## src/rtl/driver.sv

```systemverilog
`default_nettype none
// ============================================================================
// Module   : driver
// Brief    : Brute-force MD5 preimage search over 8-char lowercase hex strings
// Revision : 1.0
// ============================================================================
module driver #(
    // First candidate hashed after an enable rise; nonzero only to reach the
    // top of the candidate space quickly.
    parameter logic [31:0] START_CANDIDATE = 32'h0000_0000
) (
    input  logic         CLK,
    input  logic         CPU_RESETN,
    input  logic         enable_switch,
    input  logic [127:0] target_selected,
    output logic [31:0]  target,
    output logic         status_paused,
    output logic         status_running,
    output logic         status_warming,
    output logic         status_found,
    output logic         status_done,
    output logic         enabled
);

    localparam logic [2:0] ST_PAUSED  = 3'd0;
    localparam logic [2:0] ST_WARMING = 3'd1;
    localparam logic [2:0] ST_RUNNING = 3'd2;
    localparam logic [2:0] ST_FOUND   = 3'd3;
    localparam logic [2:0] ST_DONE    = 3'd4;

    localparam logic [31:0] IV_A = 32'h6745_2301;
    localparam logic [31:0] IV_B = 32'hefcd_ab89;
    localparam logic [31:0] IV_C = 32'h98ba_dcfe;
    localparam logic [31:0] IV_D = 32'h1032_5476;

    localparam logic [6:0] STEP_LOAD  = 7'd0;
    localparam logic [6:0] STEP_FINAL = 7'd65;

    function automatic logic [31:0] k_const(input logic [5:0] i);
        case (i)
            6'd0:  k_const = 32'hd76aa478; 6'd1:  k_const = 32'he8c7b756;
            6'd2:  k_const = 32'h242070db; 6'd3:  k_const = 32'hc1bdceee;
            6'd4:  k_const = 32'hf57c0faf; 6'd5:  k_const = 32'h4787c62a;
            6'd6:  k_const = 32'ha8304613; 6'd7:  k_const = 32'hfd469501;
            6'd8:  k_const = 32'h698098d8; 6'd9:  k_const = 32'h8b44f7af;
            6'd10: k_const = 32'hffff5bb1; 6'd11: k_const = 32'h895cd7be;
            6'd12: k_const = 32'h6b901122; 6'd13: k_const = 32'hfd987193;
            6'd14: k_const = 32'ha679438e; 6'd15: k_const = 32'h49b40821;
            6'd16: k_const = 32'hf61e2562; 6'd17: k_const = 32'hc040b340;
            6'd18: k_const = 32'h265e5a51; 6'd19: k_const = 32'he9b6c7aa;
            6'd20: k_const = 32'hd62f105d; 6'd21: k_const = 32'h02441453;
            6'd22: k_const = 32'hd8a1e681; 6'd23: k_const = 32'he7d3fbc8;
            6'd24: k_const = 32'h21e1cde6; 6'd25: k_const = 32'hc33707d6;
            6'd26: k_const = 32'hf4d50d87; 6'd27: k_const = 32'h455a14ed;
            6'd28: k_const = 32'ha9e3e905; 6'd29: k_const = 32'hfcefa3f8;
            6'd30: k_const = 32'h676f02d9; 6'd31: k_const = 32'h8d2a4c8a;
            6'd32: k_const = 32'hfffa3942; 6'd33: k_const = 32'h8771f681;
            6'd34: k_const = 32'h6d9d6122; 6'd35: k_const = 32'hfde5380c;
            6'd36: k_const = 32'ha4beea44; 6'd37: k_const = 32'h4bdecfa9;
            6'd38: k_const = 32'hf6bb4b60; 6'd39: k_const = 32'hbebfbc70;
            6'd40: k_const = 32'h289b7ec6; 6'd41: k_const = 32'heaa127fa;
            6'd42: k_const = 32'hd4ef3085; 6'd43: k_const = 32'h04881d05;
            6'd44: k_const = 32'hd9d4d039; 6'd45: k_const = 32'he6db99e5;
            6'd46: k_const = 32'h1fa27cf8; 6'd47: k_const = 32'hc4ac5665;
            6'd48: k_const = 32'hf4292244; 6'd49: k_const = 32'h432aff97;
            6'd50: k_const = 32'hab9423a7; 6'd51: k_const = 32'hfc93a039;
            6'd52: k_const = 32'h655b59c3; 6'd53: k_const = 32'h8f0ccc92;
            6'd54: k_const = 32'hffeff47d; 6'd55: k_const = 32'h85845dd1;
            6'd56: k_const = 32'h6fa87e4f; 6'd57: k_const = 32'hfe2ce6e0;
            6'd58: k_const = 32'ha3014314; 6'd59: k_const = 32'h4e0811a1;
            6'd60: k_const = 32'hf7537e82; 6'd61: k_const = 32'hbd3af235;
            6'd62: k_const = 32'h2ad7d2bb; default: k_const = 32'heb86d391;
        endcase
    endfunction

    function automatic logic [4:0] s_amt(input logic [5:0] i);
        case ({i[5:4], i[1:0]})
            4'h0: s_amt = 5'd7;  4'h1: s_amt = 5'd12; 4'h2: s_amt = 5'd17; 4'h3: s_amt = 5'd22;
            4'h4: s_amt = 5'd5;  4'h5: s_amt = 5'd9;  4'h6: s_amt = 5'd14; 4'h7: s_amt = 5'd20;
            4'h8: s_amt = 5'd4;  4'h9: s_amt = 5'd11; 4'ha: s_amt = 5'd16; 4'hb: s_amt = 5'd23;
            4'hc: s_amt = 5'd6;  4'hd: s_amt = 5'd10; 4'he: s_amt = 5'd15; default: s_amt = 5'd21;
        endcase
    endfunction

    function automatic logic [7:0] hex_ascii(input logic [3:0] n);
        hex_ascii = (n < 4'd10) ? (8'h30 + {4'h0, n}) : (8'h57 + {4'h0, n});
    endfunction

    // Padded message block: bytes 0-7 are the hex text, little-endian words.
    function automatic logic [31:0] msg_word(input logic [3:0] g, input logic [31:0] c);
        case (g)
            4'd0:    msg_word = {hex_ascii(c[19:16]), hex_ascii(c[23:20]),
                                 hex_ascii(c[27:24]), hex_ascii(c[31:28])};
            4'd1:    msg_word = {hex_ascii(c[3:0]),   hex_ascii(c[7:4]),
                                 hex_ascii(c[11:8]),  hex_ascii(c[15:12])};
            4'd2:    msg_word = 32'h0000_0080;
            4'd14:   msg_word = 32'h0000_0040;
            default: msg_word = 32'h0000_0000;
        endcase
    endfunction

    function automatic logic [31:0] bswap(input logic [31:0] v);
        bswap = {v[7:0], v[15:8], v[23:16], v[31:24]};
    endfunction

    logic         sync1_q, sync2_q, en_prev_q;
    logic [2:0]   state_q, state_d;
    logic [31:0]  cand_q, cand_d;
    logic [127:0] tgt_q, tgt_d;
    logic [31:0]  a_q, b_q, c_q, d_q;
    logic [31:0]  a_d, b_d, c_d, d_d;
    logic [6:0]   step_q, step_d;

    logic [5:0]   w_round;
    logic [3:0]   w_g;
    logic [31:0]  w_f, w_sum, w_rot, w_new_b;
    logic [4:0]   w_s;
    logic         w_rise, w_match;

    assign w_rise  = sync2_q & ~en_prev_q;
    assign w_round = step_q[5:0] - 6'd1;
    assign w_s     = s_amt(w_round);

    always_comb begin
        w_f = 32'h0;
        w_g = 4'h0;
        case (w_round[5:4])
            2'd0: begin w_f = (b_q & c_q) | (~b_q & d_q); w_g = w_round[3:0]; end
            2'd1: begin w_f = (d_q & b_q) | (~d_q & c_q); w_g = w_round[3:0] * 4'd5 + 4'd1; end
            2'd2: begin w_f = b_q ^ c_q ^ d_q;            w_g = w_round[3:0] * 4'd3 + 4'd5; end
            default: begin w_f = c_q ^ (b_q | ~d_q);      w_g = w_round[3:0] * 4'd7; end
        endcase
    end

    assign w_sum   = a_q + w_f + k_const(w_round) + msg_word(w_g, cand_q);
    assign w_rot   = (w_sum << w_s) | (w_sum >> (6'd32 - {1'b0, w_s}));
    assign w_new_b = b_q + w_rot;
    assign w_match = ({bswap(a_q + IV_A), bswap(b_q + IV_B),
                       bswap(c_q + IV_C), bswap(d_q + IV_D)} == tgt_q);

    always_comb begin
        state_d = state_q;
        cand_d  = cand_q;
        tgt_d   = tgt_q;
        a_d     = a_q;
        b_d     = b_q;
        c_d     = c_q;
        d_d     = d_q;
        step_d  = step_q;
        // A low enable overrides every other decision, including a pending rise.
        if (!sync2_q) begin
            state_d = ST_PAUSED;
        end else begin
            case (state_q)
                ST_PAUSED: begin
                    if (w_rise) begin
                        state_d = ST_WARMING;
                        tgt_d   = target_selected;
                        cand_d  = START_CANDIDATE;
                        step_d  = STEP_LOAD;
                    end
                end
                ST_WARMING, ST_RUNNING: begin
                    if (step_q == STEP_LOAD) begin
                        a_d    = IV_A;
                        b_d    = IV_B;
                        c_d    = IV_C;
                        d_d    = IV_D;
                        step_d = 7'd1;
                    end else if (step_q != STEP_FINAL) begin
                        a_d    = d_q;
                        b_d    = w_new_b;
                        c_d    = b_q;
                        d_d    = c_q;
                        step_d = step_q + 7'd1;
                    end else if (w_match) begin
                        state_d = ST_FOUND;
                    end else if (cand_q == 32'hFFFF_FFFF) begin
                        state_d = ST_DONE;
                    end else begin
                        state_d = ST_RUNNING;
                        cand_d  = cand_q + 32'd1;
                        step_d  = STEP_LOAD;
                    end
                end
                ST_FOUND, ST_DONE: ;
                default: state_d = ST_PAUSED;
            endcase
        end
    end

    always_ff @(posedge CLK or posedge CPU_RESETN) begin
        if (CPU_RESETN) begin
            sync1_q   <= 1'b0;
            sync2_q   <= 1'b0;
            en_prev_q <= 1'b0;
            state_q   <= ST_PAUSED;
            cand_q    <= 32'h0;
            tgt_q     <= 128'h0;
            a_q       <= 32'h0;
            b_q       <= 32'h0;
            c_q       <= 32'h0;
            d_q       <= 32'h0;
            step_q    <= 7'h0;
        end else begin
            sync1_q   <= enable_switch;
            sync2_q   <= sync1_q;
            en_prev_q <= sync2_q;
            state_q   <= state_d;
            cand_q    <= cand_d;
            tgt_q     <= tgt_d;
            a_q       <= a_d;
            b_q       <= b_d;
            c_q       <= c_d;
            d_q       <= d_d;
            step_q    <= step_d;
        end
    end

    assign target         = cand_q;
    assign enabled        = sync2_q;
    assign status_paused  = (state_q == ST_PAUSED);
    assign status_warming = (state_q == ST_WARMING);
    assign status_running = (state_q == ST_RUNNING);
    assign status_found   = (state_q == ST_FOUND);
    assign status_done    = (state_q == ST_DONE);

endmodule
`default_nettype wire

```

## config.mk

```make
export PLATFORM = sky130hd
export DESIGN_NAME = driver
export DESIGN_NICKNAME = d
export VERILOG_FILES = /design/src/rtl/driver.sv
export SDC_FILE = /design/constraint.sdc
export NUM_CORES = 2
export LEC_CHECK = 0
export BUFFER_PORTS_ARGS = -buffer_cell sky130_fd_sc_hd__buf_2
export CORE_ASPECT_RATIO = 1.75
export CORE_MARGIN = 3
export CORE_UTILIZATION = 30
export DETAILED_ROUTE_END_ITERATION = 8
export GPL_TIMING_DRIVEN = 1
export MAX_ROUTING_LAYER = met4
export SLEW_MARGIN = 30
export SYNTH_ARGS = -nofsm -noshare
export SYNTH_HDL_FRONTEND = slang
export SYNTH_SLANG_ARGS = --single-unit
```

## constraint.sdc

```tcl
create_clock -name CLK -period 17.2 [get_ports CLK]
set_input_delay 0 -clock CLK [delete_from_list [all_inputs] [get_ports CLK]]
set_output_delay 0 -clock CLK [all_outputs]
set_load 0.005 [all_outputs]
```

==> results.sh <==
export IMPL_grt_pass1_vias=32300
export IMPL_critPathArrivalTime_ns=15.09
export IMPL_synth_warnings=0
export IMPL_vias=32900
export IMPL_clock_root_buffer="clkbuf_16"
export IMPL_period_minus_slack_ns=14.64
export IMPL_ff2ff_path_depth=53
export IMPL_path_class="register to register"
export IMPL_rr_startpoint="step_q[0]"
export IMPL_path_max_fanout=43
export IMPL_syn_inst=4231
export IMPL_slowest_delay_ns=0.63
export IMPL_grt_pass1_wl_um=217000
export IMPL_dp_final_hpwl_um=117000
export IMPL_syn_avg_cell_area_um2=7.39
export IMPL_route_met3_wl_um=7370
export IMPL_ys_flop_type="dfrtp_1"
export IMPL_synthSimpleGateAreaFrac_pct=22.4
export IMPL_clkTransAtPathRegs_ns=0.08
export IMPL_setup_tns_ns=0
export IMPL_grt_overflow_total=0
export IMPL_status="completed"
export IMPL_synth_fa_ha_area_share_pct=8.61
export IMPL_worstSetupStartpointType="register"
export IMPL_synth_ff_latch_count=301
export IMPL_endpoint_kind="register"
export IMPL_vias_per_cell=5.81
export IMPL_maxCapViolations=0
export IMPL_holdCritPathClass="primary input to asynchronous set/reset pin"
export IMPL_synth_edff_count=0
export IMPL_wire_per_inst_um=26.6
export IMPL_setup_viol_count_final=0
export IMPL_dr_wl_met2_um=74500
export IMPL_antenna_found_initial=1
export IMPL_drt_iter0_drc=2648
export IMPL_die_y_um=433
export IMPL_clock_latency_ns=0.61
export IMPL_slew_headroom_pct=21.0
export IMPL_core_area_um2=103000
export IMPL_syn_to_final_growth_pct=13.3
export IMPL_drc=0
export IMPL_gr_usage_all_layers_pct=27.7
export IMPL_drv_slew=0
export IMPL_rows=156
export IMPL_fin_skew_ns=0.0330
export IMPL_yosysUniqueCellTypes=104
export IMPL_synth_compound_area_share_pct=25.2
export IMPL_rsz0062_at_grt="false"
export IMPL_nets=4600
export IMPL_top_layer="met4"
export IMPL_htreeDepth=1
export IMPL_start_util_pct=30.2
export IMPL_hold_violations=0
export IMPL_muxShareOfSynthArea_pct=3.15
export IMPL_fmax_mhz=68.3
export IMPL_post_cts_buffers=0
export IMPL_met1_length_um=48300
export IMPL_dr_pass1_iters=6
export IMPL_finalCritPeriodShare_pct=85.1
export IMPL_seq_area_frac_synth_pct=24.1
export IMPL_die_w_um=250
export IMPL_drt_total_wl_um=150000
export IMPL_synth_top_family_by_area="compound AO/OA/AOI/OAI gates"
export IMPL_synth_xor_area_share_pct=9.99
export IMPL_r2r_end="b_q[30]"
export IMPL_clk_path_buf_depth=3
export IMPL_dieArea_um2=108000
export IMPL_worstMarginPinSlew_ns=1.18
export IMPL_cts_buffers=27
export IMPL_cts_tree="done"
export IMPL_cp_slowest_cell="clkinv_1"
export IMPL_postRouteAntennaNets=0
export IMPL_ios=169
export IMPL_ff2ff_setup_slack_ns=2.56
export IMPL_clock_sinks=301
export IMPL_synth_nets=4539
export IMPL_drive_above_1_share_pct=8.75
export IMPL_worst_ep_required_time_ns=17.66
export IMPL_globalplace_congestion=1.07
export IMPL_ys_async_sr_fraction_pct=100
export IMPL_synthesis_area_um2=31300
export IMPL_io_buffers=168
export IMPL_grt_max_degree=127
[placed cells by master (no fill, tap or decap), types with 112 or more instances in the layout]
master and n:
dfrtp_1 301, xnor2_1 259, inv_1 187, nor2_1 379, dlygate4sd3_1 130, o21ai_0 284
nand2_1 709, nand3_1 113, ha_1 112, a21oi_1 301, buf_2 168
[sequential cells by signal (all words and copies together), names as in the netlist]
name	count
d_q	32
tgt_q	128
state_q	3
step_q	7
target	32
c_q	32
en_prev_q	1
enabled	1
sync1_q	1
b_q	32
a_q	32
[cell families after synthesis]
logic type                 Yosys count
muxes                               90
AOI/OAI and AO/OA                 1204
xor gates and xnor gates           353
buffers and inverters              532
adders and majority gates          177
and+or+nand+nor                   1574
DFF                                301
[through the flow]
step	cell area, um2	cells	hold WS, ns	utilization, %	worst slack, ns
2_1_floorplan	31300	4231	0.0314	-	5.13
3_3_place_gp	33200	5476	0.109	32.0	3.20
3_5_place_dp	33200	5476	0.113	32.0	2.93
4_1_cts	35400	5654	0.0241	34.2	2.87
5_1_grt	35400	5655	0.0595	34.3	1.46
6_report	35400	5657	0.0402	34.3	2.56
[how the worst max path moves through the flow]
stage	from	to	slack, ns	depth (start not counted)
after floorplan	step_q[0]	b_q[30]	5.13	51
after global placement	step_q[0]	b_q[30]	3.20	53
after detailed placement	step_q[0]	b_q[30]	2.93	53
after CTS	step_q[0]	b_q[30]	2.87	53
after global routing	step_q[0]	b_q[30]	1.46	53
final	step_q[0]	b_q[30]	2.56	53
[synth_stat cells, types with 39 or more instances]
master	instances	share of area, %
a211oi_1	60	1.4
a21o_1	39	0.94
a21oi_1	304	4.9
a22o_1	52	1.5
a31oi_1	50	1.0
clkbuf_1	273	3.3
dfrtp_1	301	24
fa_1	64	4.1
ha_1	113	4.5
inv_1	188	2.3
mux2i_1	68	2.2
nand2_1	710	8.5
nand3_1	114	1.8
nor2_1	382	4.6
nor3_1	103	1.6
o211ai_1	44	1.1
o21ai_0	286	4.6
xnor2_1	262	7.3
xor2_1	88	2.5
[worst max-delay path: cells and delay by family, from the launching register on]
family	cells	cell delay, ns
mux	1	0.24
flops	1	0.32
compound gates	23	5.42
buf+inv	10	3.03
xor+xnor	3	0.49
fa+ha+maj	9	3.02
simple gates	7	1.95
[cell type report]
cell class	count	area (um2)
Clock inverter	10	190
Sequential cell	301	7530
Clock buffer	38	777
Tap cell	1343	1680
Fill cell	11000	68000
Timing Repair Buffer	371	2700
Inverter	193	739
Antenna cell	3	7.51
Multi-Input combinational cell	3398	21800
[layer usage]
layer  track usage (%)  up-vias
met5                 -        -
met4              28.8        0
met3              2.75      646
met2              48.1     1497
met1              25.8    15700
li1                  -    15000
[timing repair]
item,in CTS,in global routing
hold buffers,130,0
hold endpoints to repair,253,0
gates resized for setup,0,0
Power is not shown: default switching activity piles up to over one toggle a cycle in this logic, so the estimate is an artifact.
